File: src/rtl/key_conditioner.sv
// key_conditioner
//
// Turns the raw DE1-SoC push-buttons into clean signals on the clk domain.
// These buttons are active-low, bounce, and are asynchronous to clk. Each
// key channel is independent and does the following:
//   1. A 2-flop synchronizer on key_n.
//   2. A debounce counter. A new level is accepted only after
//      DEBOUNCE_CYCLES consecutive samples disagree with the current level.
//   3. One-cycle press and release pulses. Each pulse is registered on the
//      same edge as the change on pressed.
//   4. An optional hold-to-repeat FSM. It runs IDLE -> DELAY -> RPT.
//
// Ports
//   clk           system clock; all state changes on the rising edge
//   reset         asynchronous, active-low; 0 clears all state immediately
//   key_n         raw buttons, 0 = pressed
//   pressed       debounced level, 1 = held
//   press_pulse   one cycle high on each accepted press
//   release_pulse one cycle high on each accepted release
//   repeat_pulse  one cycle high per repeat event while held
//   rpt_state     repeat FSM state, 2 bits per key
//                 (0 = IDLE, 1 = DELAY, 2 = RPT); key i uses bits [2i+1:2i]
//
// Valid/ready: this block has no handshake. Every output is a registered
// level or a single-cycle strobe, valid on every cycle, and cannot stall.
module key_conditioner #(
  parameter int N_KEYS          = 4,
  parameter int DEBOUNCE_CYCLES = 500000,
  parameter int CNT_W           = 20,
  parameter int REPEAT_EN       = 1,
  parameter int REPEAT_DELAY    = 25000000,
  parameter int REPEAT_RATE     = 5000000,
  parameter int RPT_W           = 26
) (
  input  logic                  clk,
  input  logic                  reset,
  input  logic [N_KEYS-1:0]     key_n,
  output logic [N_KEYS-1:0]     pressed,
  output logic [N_KEYS-1:0]     press_pulse,
  output logic [N_KEYS-1:0]     release_pulse,
  output logic [N_KEYS-1:0]     repeat_pulse,
  output logic [2*N_KEYS-1:0]   rpt_state
);

  typedef enum logic [1:0] {
    RPT_IDLE  = 2'd0,
    RPT_DELAY = 2'd1,
    RPT_RUN   = 2'd2
  } rpt_state_t;

  // Terminal counts. Each counter clears on its terminal value, so no
  // counter can wrap while the parameters are legal.
  localparam logic [CNT_W-1:0] DB_LAST   = CNT_W'(DEBOUNCE_CYCLES - 1);
  localparam logic [RPT_W-1:0] DLY_LAST  = RPT_W'(REPEAT_DELAY - 1);
  localparam logic [RPT_W-1:0] RATE_LAST = RPT_W'(REPEAT_RATE - 1);

  // The synchronizer keeps key_n polarity. Both flops reset to 1, which
  // means "released", so a key already held when reset ends is seen as a
  // fresh press.
  logic [N_KEYS-1:0] meta_n;
  logic [N_KEYS-1:0] sync_n;

  always_ff @(posedge clk or negedge reset) begin
    if (!reset) begin
      meta_n <= '1;
      sync_n <= '1;
    end else begin
      meta_n <= key_n;
      sync_n <= meta_n;
    end
  end

  genvar i;
  generate
    for (i = 0; i < N_KEYS; i++) begin : g_ch
      logic             level;
      logic             lvl_q;
      logic             press_q;
      logic             rel_q;
      logic [CNT_W-1:0] cnt;
      logic             accept;

      assign level  = ~sync_n[i];
      // accept is high on the edge where the debounced level toggles.
      assign accept = (level != lvl_q) && (cnt == DB_LAST);

      // Debounce. Any sample that agrees with the current level restarts
      // the count, so a single bounce throws away all progress.
      always_ff @(posedge clk or negedge reset) begin
        if (!reset) begin
          lvl_q   <= 1'b0;
          press_q <= 1'b0;
          rel_q   <= 1'b0;
          cnt     <= '0;
        end else begin
          press_q <= 1'b0;
          rel_q   <= 1'b0;
          if (level == lvl_q) begin
            cnt <= '0;
          end else if (cnt == DB_LAST) begin
            cnt     <= '0;
            lvl_q   <= level;
            press_q <= level;
            rel_q   <= ~level;
          end else begin
            cnt <= cnt + 1'b1;
          end
        end
      end

      assign pressed[i]       = lvl_q;
      assign press_pulse[i]   = press_q;
      assign release_pulse[i] = rel_q;

      if (REPEAT_EN != 0) begin : g_rpt
        rpt_state_t       st;
        logic [RPT_W-1:0] rcnt;
        logic             rep_q;

        // The FSM is in DELAY or RPT only while the key is held. In those
        // states an accept can therefore only be a release, and the release
        // takes priority over a repeat due on the same edge.
        always_ff @(posedge clk or negedge reset) begin
          if (!reset) begin
            st    <= RPT_IDLE;
            rcnt  <= '0;
            rep_q <= 1'b0;
          end else begin
            rep_q <= 1'b0;
            case (st)
              RPT_IDLE: begin
                if (accept && level) begin
                  st   <= RPT_DELAY;
                  rcnt <= '0;
                end
              end
              RPT_DELAY: begin
                if (accept) begin
                  st   <= RPT_IDLE;
                  rcnt <= '0;
                end else if (rcnt == DLY_LAST) begin
                  rep_q <= 1'b1;
                  rcnt  <= '0;
                  st    <= RPT_RUN;
                end else begin
                  rcnt <= rcnt + 1'b1;
                end
              end
              RPT_RUN: begin
                if (accept) begin
                  st   <= RPT_IDLE;
                  rcnt <= '0;
                end else if (rcnt == RATE_LAST) begin
                  rep_q <= 1'b1;
                  rcnt  <= '0;
                end else begin
                  rcnt <= rcnt + 1'b1;
                end
              end
              default: begin
                st   <= RPT_IDLE;
                rcnt <= '0;
              end
            endcase
          end
        end

        assign repeat_pulse[i]     = rep_q;
        assign rpt_state[2*i +: 2] = st;
      end else begin : g_no_rpt
        assign repeat_pulse[i]     = 1'b0;
        assign rpt_state[2*i +: 2] = RPT_IDLE;
      end
    end
  endgenerate

endmodule

File: config.mk
export PLATFORM = sky130hd
export DESIGN_NAME = key_conditioner
export DESIGN_NICKNAME = d
export VERILOG_FILES = /design/src/rtl/key_conditioner.sv
export SDC_FILE = /design/constraint.sdc
export NUM_CORES = 1
export LEC_CHECK = 0
export BUFFER_PORTS_ARGS = -buffer_cell sky130_fd_sc_hd__buf_2
export CORE_UTILIZATION = 50
export CTS_CLUSTER_DIAMETER = 30
export DETAILED_ROUTE_END_ITERATION = 7
export PLACE_DENSITY = 0.69
export SLEW_MARGIN = 20
export SYNTH_ARGS = -nofsm -noshare
export SYNTH_HDL_FRONTEND = slang
export SYNTH_SLANG_ARGS = --single-unit
File: constraint.sdc
create_clock -name clk -period 2.17 [get_ports clk]
set_input_delay 0.3255 -clock clk [delete_from_list [all_inputs] [get_ports clk]]
set_output_delay 0.3255 -clock clk [all_outputs]
set_load 0.02 [all_outputs]
Word-level counts from Yosys, hierarchy flattened
Cells that the tools add are included.
{"block": "classes", "n_addsub": 8, "eq_ne": 40, "mux": 88, "n_reduce_logical": 20, "bitwise": 8}
{"cell": "$mux 26", "count": 20}
{"cell": "$pmux 26 s3", "count": 4}
{"cell": "$mux 20", "count": 8}
{"cell": "$add 26x1->26 const B", "count": 4}
{"cell": "$eq 26x23->1 const B", "count": 4}
{"cell": "$eq 26x25->1 const B", "count": 4}
{"cell": "$add 20x1->20 const B", "count": 4}
{"cell": "$eq 20x19->1 const B", "count": 4}
{"cell": "$mux 1", "count": 32}
{"cell": "$mux 2", "count": 16}
{"cell": "$pmux 2 s3", "count": 4}
{"cell": "$ne 2x2->1 const B", "count": 8}
{"cell": "$ne 3x3->1 const B", "count": 4}
{"cell": "$reduce_and 3->1", "count": 4}
{"cell": "$eq 2x1->1 const B", "count": 4}
{"cell": "$eq 2x2->1 const B", "count": 4}
{"cell": "$logic_and 1x1->1", "count": 8}
{"cell": "$logic_not 2->1", "count": 4}
{"cell": "$not 1->1", "count": 8}
{"cell": "$pmux 1 s2", "count": 4}
{"cell": "$reduce_and 2->1", "count": 4}
{"cell": "$eq 1x1->1", "count": 4}
{"cell": "$ne 1x1->1", "count": 4}
{"block": "totals", "elab_cells": 194, "ff_bits": 216, "input_bits": 6}

Depth between registers and ports, before layout
{"block": "logic_depth", "word_depth": 6, "depth_mapped": 9, "ltp_nobuf": 7}

Worst setup path before layout
Ideal clock, no wire load.
{"block": "synth_path", "kind": "reg2reg", "start": "reg g_ch[3].g_rpt.rcnt[16]", "end": "reg g_ch[3].g_rpt.rcnt[17]", "t_arrival_ns": 2.180, "path_slack_ns": -0.139, "setup_ns": 0.128, "n_path_buf": 2, "t_required_ns": 2.042, "stages_incl_launch_ff": 9, "cell_sequence": "dfrtp_1 -> or4_1 -> or4_1 -> o21a_1 -> o211a_1 -> buf_6 -> buf_8 -> a22oi_4 -> o31ai_1"}
{"block": "synth_between", "elab_chain_cells": 4, "word_cells_on_any_way": 8, "cone_classes": "add/sub: 1; eq/ne: 2; mux: 5"}
{"element": "start: declaration", "line_no": "117", "rtl": "logic [RPT_W-1:0] rcnt;"}
{"element": "start signal: assignment", "line_no": "146", "rtl": "rcnt <= rcnt + 1'b1;"}
{"element": "start signal: assignment", "line_no": "157", "rtl": "rcnt <= rcnt + 1'b1;"}
{"element": "$add 26x1->26 (tied with other cells)", "line_no": "146, 157"}
{"element": "$mux 26 (on tied branches)", "line_no": "153, 141"}
{"element": "$mux 26 (on tied branches)", "line_no": "150, 138"}
{"element": "$pmux 26 s3 *", "line_no": "130", "rtl": "case (st)"}
Mark *: on every way between the ends. The rest lies on a longest branch, timed or not.
A chain may end at the register's enable or synchronous reset.

Worst setup path in the final report
{"block": "layout_path", "start": "reg g_ch[1].g_rpt.rcnt[13]", "end": "reg g_ch[1].g_rpt.rcnt[23]"}
{"block": "layout_between", "elab_chain_cells": 4, "word_cells_on_any_way": 8, "cone_classes": "add/sub: 1; eq/ne: 2; mux: 5"}
{"element": "start: declaration", "line_no": "117"}
{"element": "start signal: assignment", "line_no": "146"}
{"element": "start signal: assignment", "line_no": "157"}
{"element": "$add 26x1->26 (tied with other cells)", "line_no": "146, 157"}
{"element": "$mux 26 (on tied branches)", "line_no": "153, 141"}
{"element": "$mux 26 (on tied branches)", "line_no": "150, 138"}
{"element": "$pmux 26 s3 *", "line_no": "130"}
Marked as above.

==> impl_metrics.env <==
export IMPL_num_rows=55
export IMPL_ys_ff_latch=216
export IMPL_layout_min_cycle_time_ns=2.36
export IMPL_routedWlPerCell_um=16.3
export IMPL_synth_nets=1311
export IMPL_die_h_um=155
export IMPL_clkLatencyLatePin_ns=0.55
export IMPL_antenna_found_initial=0
export IMPL_first_global_vias=10483
export IMPL_synth_cell_types=65
export IMPL_wl_mm=30.6
export IMPL_hpwl_mm=18.2
export IMPL_crit_end="g_ch[1].g_rpt.rcnt[23]"
export IMPL_synth_flop_cell="dfrtp_1"
export IMPL_slew_violations=0
export IMPL_htree_num_levels=2
export IMPL_setup_viol=52
export IMPL_p_leak_uw=0.00708
export IMPL_crit_chain="or4_1 > or4_4 > o21ai_4 > a21oi_4 > buf_8 > a31oi_4 > o31ai_2"
export IMPL_critPathMaxStageDelay_ns=0.56
export IMPL_yosysSeqAreaShare_pct=46.4
export IMPL_peakVddDrop_uv=594
export IMPL_cap_violations=0
export IMPL_final_nets=1553
export IMPL_final_util_pct=72.1
export IMPL_power_uw=11700
export IMPL_hold_viol=0
export IMPL_ff2ff_path_depth=7
export IMPL_setup_ws_ns=-0.192
export IMPL_largest_reg_flops=104
export IMPL_cp_depth=7
export IMPL_drtIter0Drc=749
export IMPL_io_buffer_count=29
export IMPL_areaGrowthSynthToFinish_pct=40.7
export IMPL_layout_drive_gt1_share_pct=31.4
export IMPL_r2r_start="g_ch[1].g_rpt.rcnt[13]"
export IMPL_drtPass1Iterations=5
export IMPL_grt_util_met3_pct=3.61
export IMPL_status="finished with violations"
export IMPL_cpMaxStageDelayCell="or4_4"
export IMPL_ant_nets=0
export IMPL_die_w_um=155
export IMPL_start_kind="flop"
export IMPL_clockBufferDepth=3
export IMPL_fill_cells=1600
export IMPL_setup_tns_final_ns=-5.88
export IMPL_violations="setup timing"
export IMPL_numCtsBuffers=49
export IMPL_grt_max_degree=77
export IMPL_min_period_over_period_pct=109
export IMPL_ctsRootBufferMaster="clkbuf_16"
export IMPL_syn_avg_cell_area_sq_um=9.09
export IMPL_dp_slack_ns=-0.174
export IMPL_core_area_sq_um=22800
export IMPL_start_util_pct=51.3
export IMPL_gr_total_overflow=0
export IMPL_crit_family="simple AND/OR/NAND/NOR gates"
export IMPL_hold_class="input pin to async pin"
export IMPL_cp_required_ns=2.59
export IMPL_regToRegEndpoint="g_ch[1].g_rpt.rcnt[23]"
export IMPL_relSlewSlack_pct=61.8
export IMPL_synth_area_sq_um=11700
export IMPL_critPathKind="flop to flop"
export IMPL_ys_warn_count=0
export IMPL_gp_congestion=0.847
export IMPL_crit_path_end_kind="flop"
export IMPL_vias=10819
export IMPL_die_area_sq_um=24000
export IMPL_cts_clk_slew_worst_paths_ns=0.05
export IMPL_top_usage_layer="met2"
export IMPL_p_per_area_nw_per_um2=715
export IMPL_rsz0062_at_grt="yes"
export IMPL_tightest_slew_ns=0.569
export IMPL_io_pins=30
export IMPL_synthCells=1284
export IMPL_async_flop_share_pct=100
export IMPL_synth_edf_count=0
export IMPL_critPathArrivalTime_ns=2.78
export IMPL_top_register="g_ch.g_rpt.rcnt"
export IMPL_worstPathMaxFanout=10
export IMPL_route_detailed_drc=0
export IMPL_use_met1_pct=34.0
export IMPL_antenna_cells=0
export IMPL_clock_sinks=216
export IMPL_use_met2_pct=41.8
export IMPL_grtUsageTotal_pct=25.2
export IMPL_grt_pass1_wl_mm=50.1
export IMPL_tritoncts="done"
export IMPL_startpoint="g_ch[1].g_rpt.rcnt[13]"
export IMPL_ff2ff_setup_slack_ns=-0.19
export IMPL_path_buf_inv=1
export IMPL_finClkSkew_ns=0.0276
export IMPL_vias_per_cell=5.76
export IMPL_top_regs="g_ch.g_rpt.rcnt: 104 flops, g_ch.cnt: 80 flops, g_ch.g_rpt.st: 8 flops"
export IMPL_fmax_mhz=423
-- area by class of cell --
type	count	area [sq um]	area share (%)
clock buffer	60	1360	8.28
multi-input combinational	968	6720	40.9
tap	313	392	2.38
timing repair buffer	250	2050	12.5
sequential	216	5420	33.0
inverter	41	154	0.937
clock inverter	31	327	1.99
-- stage by stage --
step           area (sq um)  hold WS (ns)  cells
2_1_floorplan         11800        0.0299   1284
3_3_place_gp          13500         0.196   1760
3_5_place_dp          13500         0.196   1760
4_1_cts               15700         0.217   1871
5_1_grt               16400         0.243   1879
6_report              16400         0.231   1879
-- synthesized netlist by cell type (all sizes together) (2+ instances only) --
cell | n | share of area [%]
and4b | 2 | 0.17
a2bb2oi | 2 | 0.15
or2 | 7 | 0.38
or3 | 30 | 1.6
inv | 41 | 1.3
nand2 | 170 | 5.5
nand3 | 146 | 6.3
nor4bb | 6 | 0.51
o41a | 2 | 0.19
o22a | 3 | 0.23
clkbuf | 31 | 1.0
a31oi | 8 | 0.48
nand4b | 2 | 0.15
a21o | 6 | 0.39
a22o | 2 | 0.15
o21a | 3 | 0.19
o2bb2ai | 3 | 0.23
dfrtp | 208 | 45
dfstp | 8 | 1.8
nand3b | 3 | 0.19
and3 | 33 | 1.8
nor2 | 119 | 3.8
a211o | 3 | 0.30
nor3b | 6 | 0.39
o31ai | 12 | 0.77
a22oi | 5 | 0.44
mux2i | 3 | 0.26
nand4 | 53 | 2.8
o41ai | 3 | 0.23
ha | 21 | 2.3
nor4b | 13 | 1.0
xor2 | 47 | 3.5
o311ai | 40 | 3.0
buf | 32 | 2.1
or4 | 17 | 1.1
nor3 | 22 | 0.99
nor4 | 14 | 0.75
a21oi | 28 | 1.2
o21ai | 49 | 2.1
and2 | 10 | 0.54
and4 | 18 | 1.4
o2bb2a | 2 | 0.17
xnor2 | 25 | 1.9
o211ai | 9 | 0.66
nand2b | 10 | 0.54
-- worst min-delay path by stage --
stage	startpoint	end	cells after the start
after floorplan	reset	g_ch[0].cnt[0]	0
after global placement	reset	g_ch[0].g_rpt.rcnt[19]	1
after detailed placement	reset	g_ch[0].g_rpt.rcnt[19]	1
after CTS	reset	g_ch[0].g_rpt.rcnt[19]	2
after global routing	reset	g_ch[0].g_rpt.rcnt[11]	2
final	reset	g_ch[0].g_rpt.rcnt[0]	2
-- cell families after synthesis --
family,count (synthesis),share of synthesized area [%]
XOR/XNOR,72,5.40
multiplexers,3,0.257
AO/OA/AOI/OAI,186,11.4
buffers and inverters,104,4.43
AND/OR/NAND/NOR,682,29.9
adder cells (fa/ha/maj),21,2.25
flip-flops,216,46.4
-- cell usage in the layout, fill, tap and decap left out, types with 15 or more instances in the layout --
cell / n
o21ai_0: 20
or3_1: 28
a21oi_1: 19
nand2_1: 167
nand4_1: 53
xnor2_1: 25
and3_1: 33
ha_1: 18
nand3_1: 118
o311ai_2: 22
buf_4: 183
inv_1: 41
xor2_1: 47
nor2_1: 117
o21ai_2: 16
buf_2: 29
and4_1: 15
nor3_1: 21
dfrtp_1: 207
nand3_2: 24
buf_6: 19
clkbuf_16: 51
-- power breakdown --
part | total [uW] | internal (uW) | switching, uW | leakage, uW
Clock | 7450 | 5050 | 2410 | 0.000821
Sequential | 4090 | 4070 | 21.9 | 0.00298
Combinational | 201 | 65.5 | 135 | 0.00328
-- metal layers --
layer  up-vias  wire length [um]
met5         -                 0
met1      5291             13400
met3        63              1460
met2       277             15200
li1       5188                 -
met4         0               599
-- worst register-to-register path: cells and delay by family (launching register included) --
kind	cells	cell delay, ns
AOI/OAI and AO/OA	4	0.62
buffers and inverters	1	0.18
and+or+nand+nor	2	1.08
DFF	1	0.37
-- repair_timing --
action / in CTS / in global routing
hold buffers: 5 / 0
resized for setup: 95 / 133
cloned: 10 / 0
setup endpoints to repair: 83 / 107
pin swaps: 50 / 68
hold endpoints to repair: 97 / 0
setup buffers: 5 / 11
(Power assumes the default switching activity.)
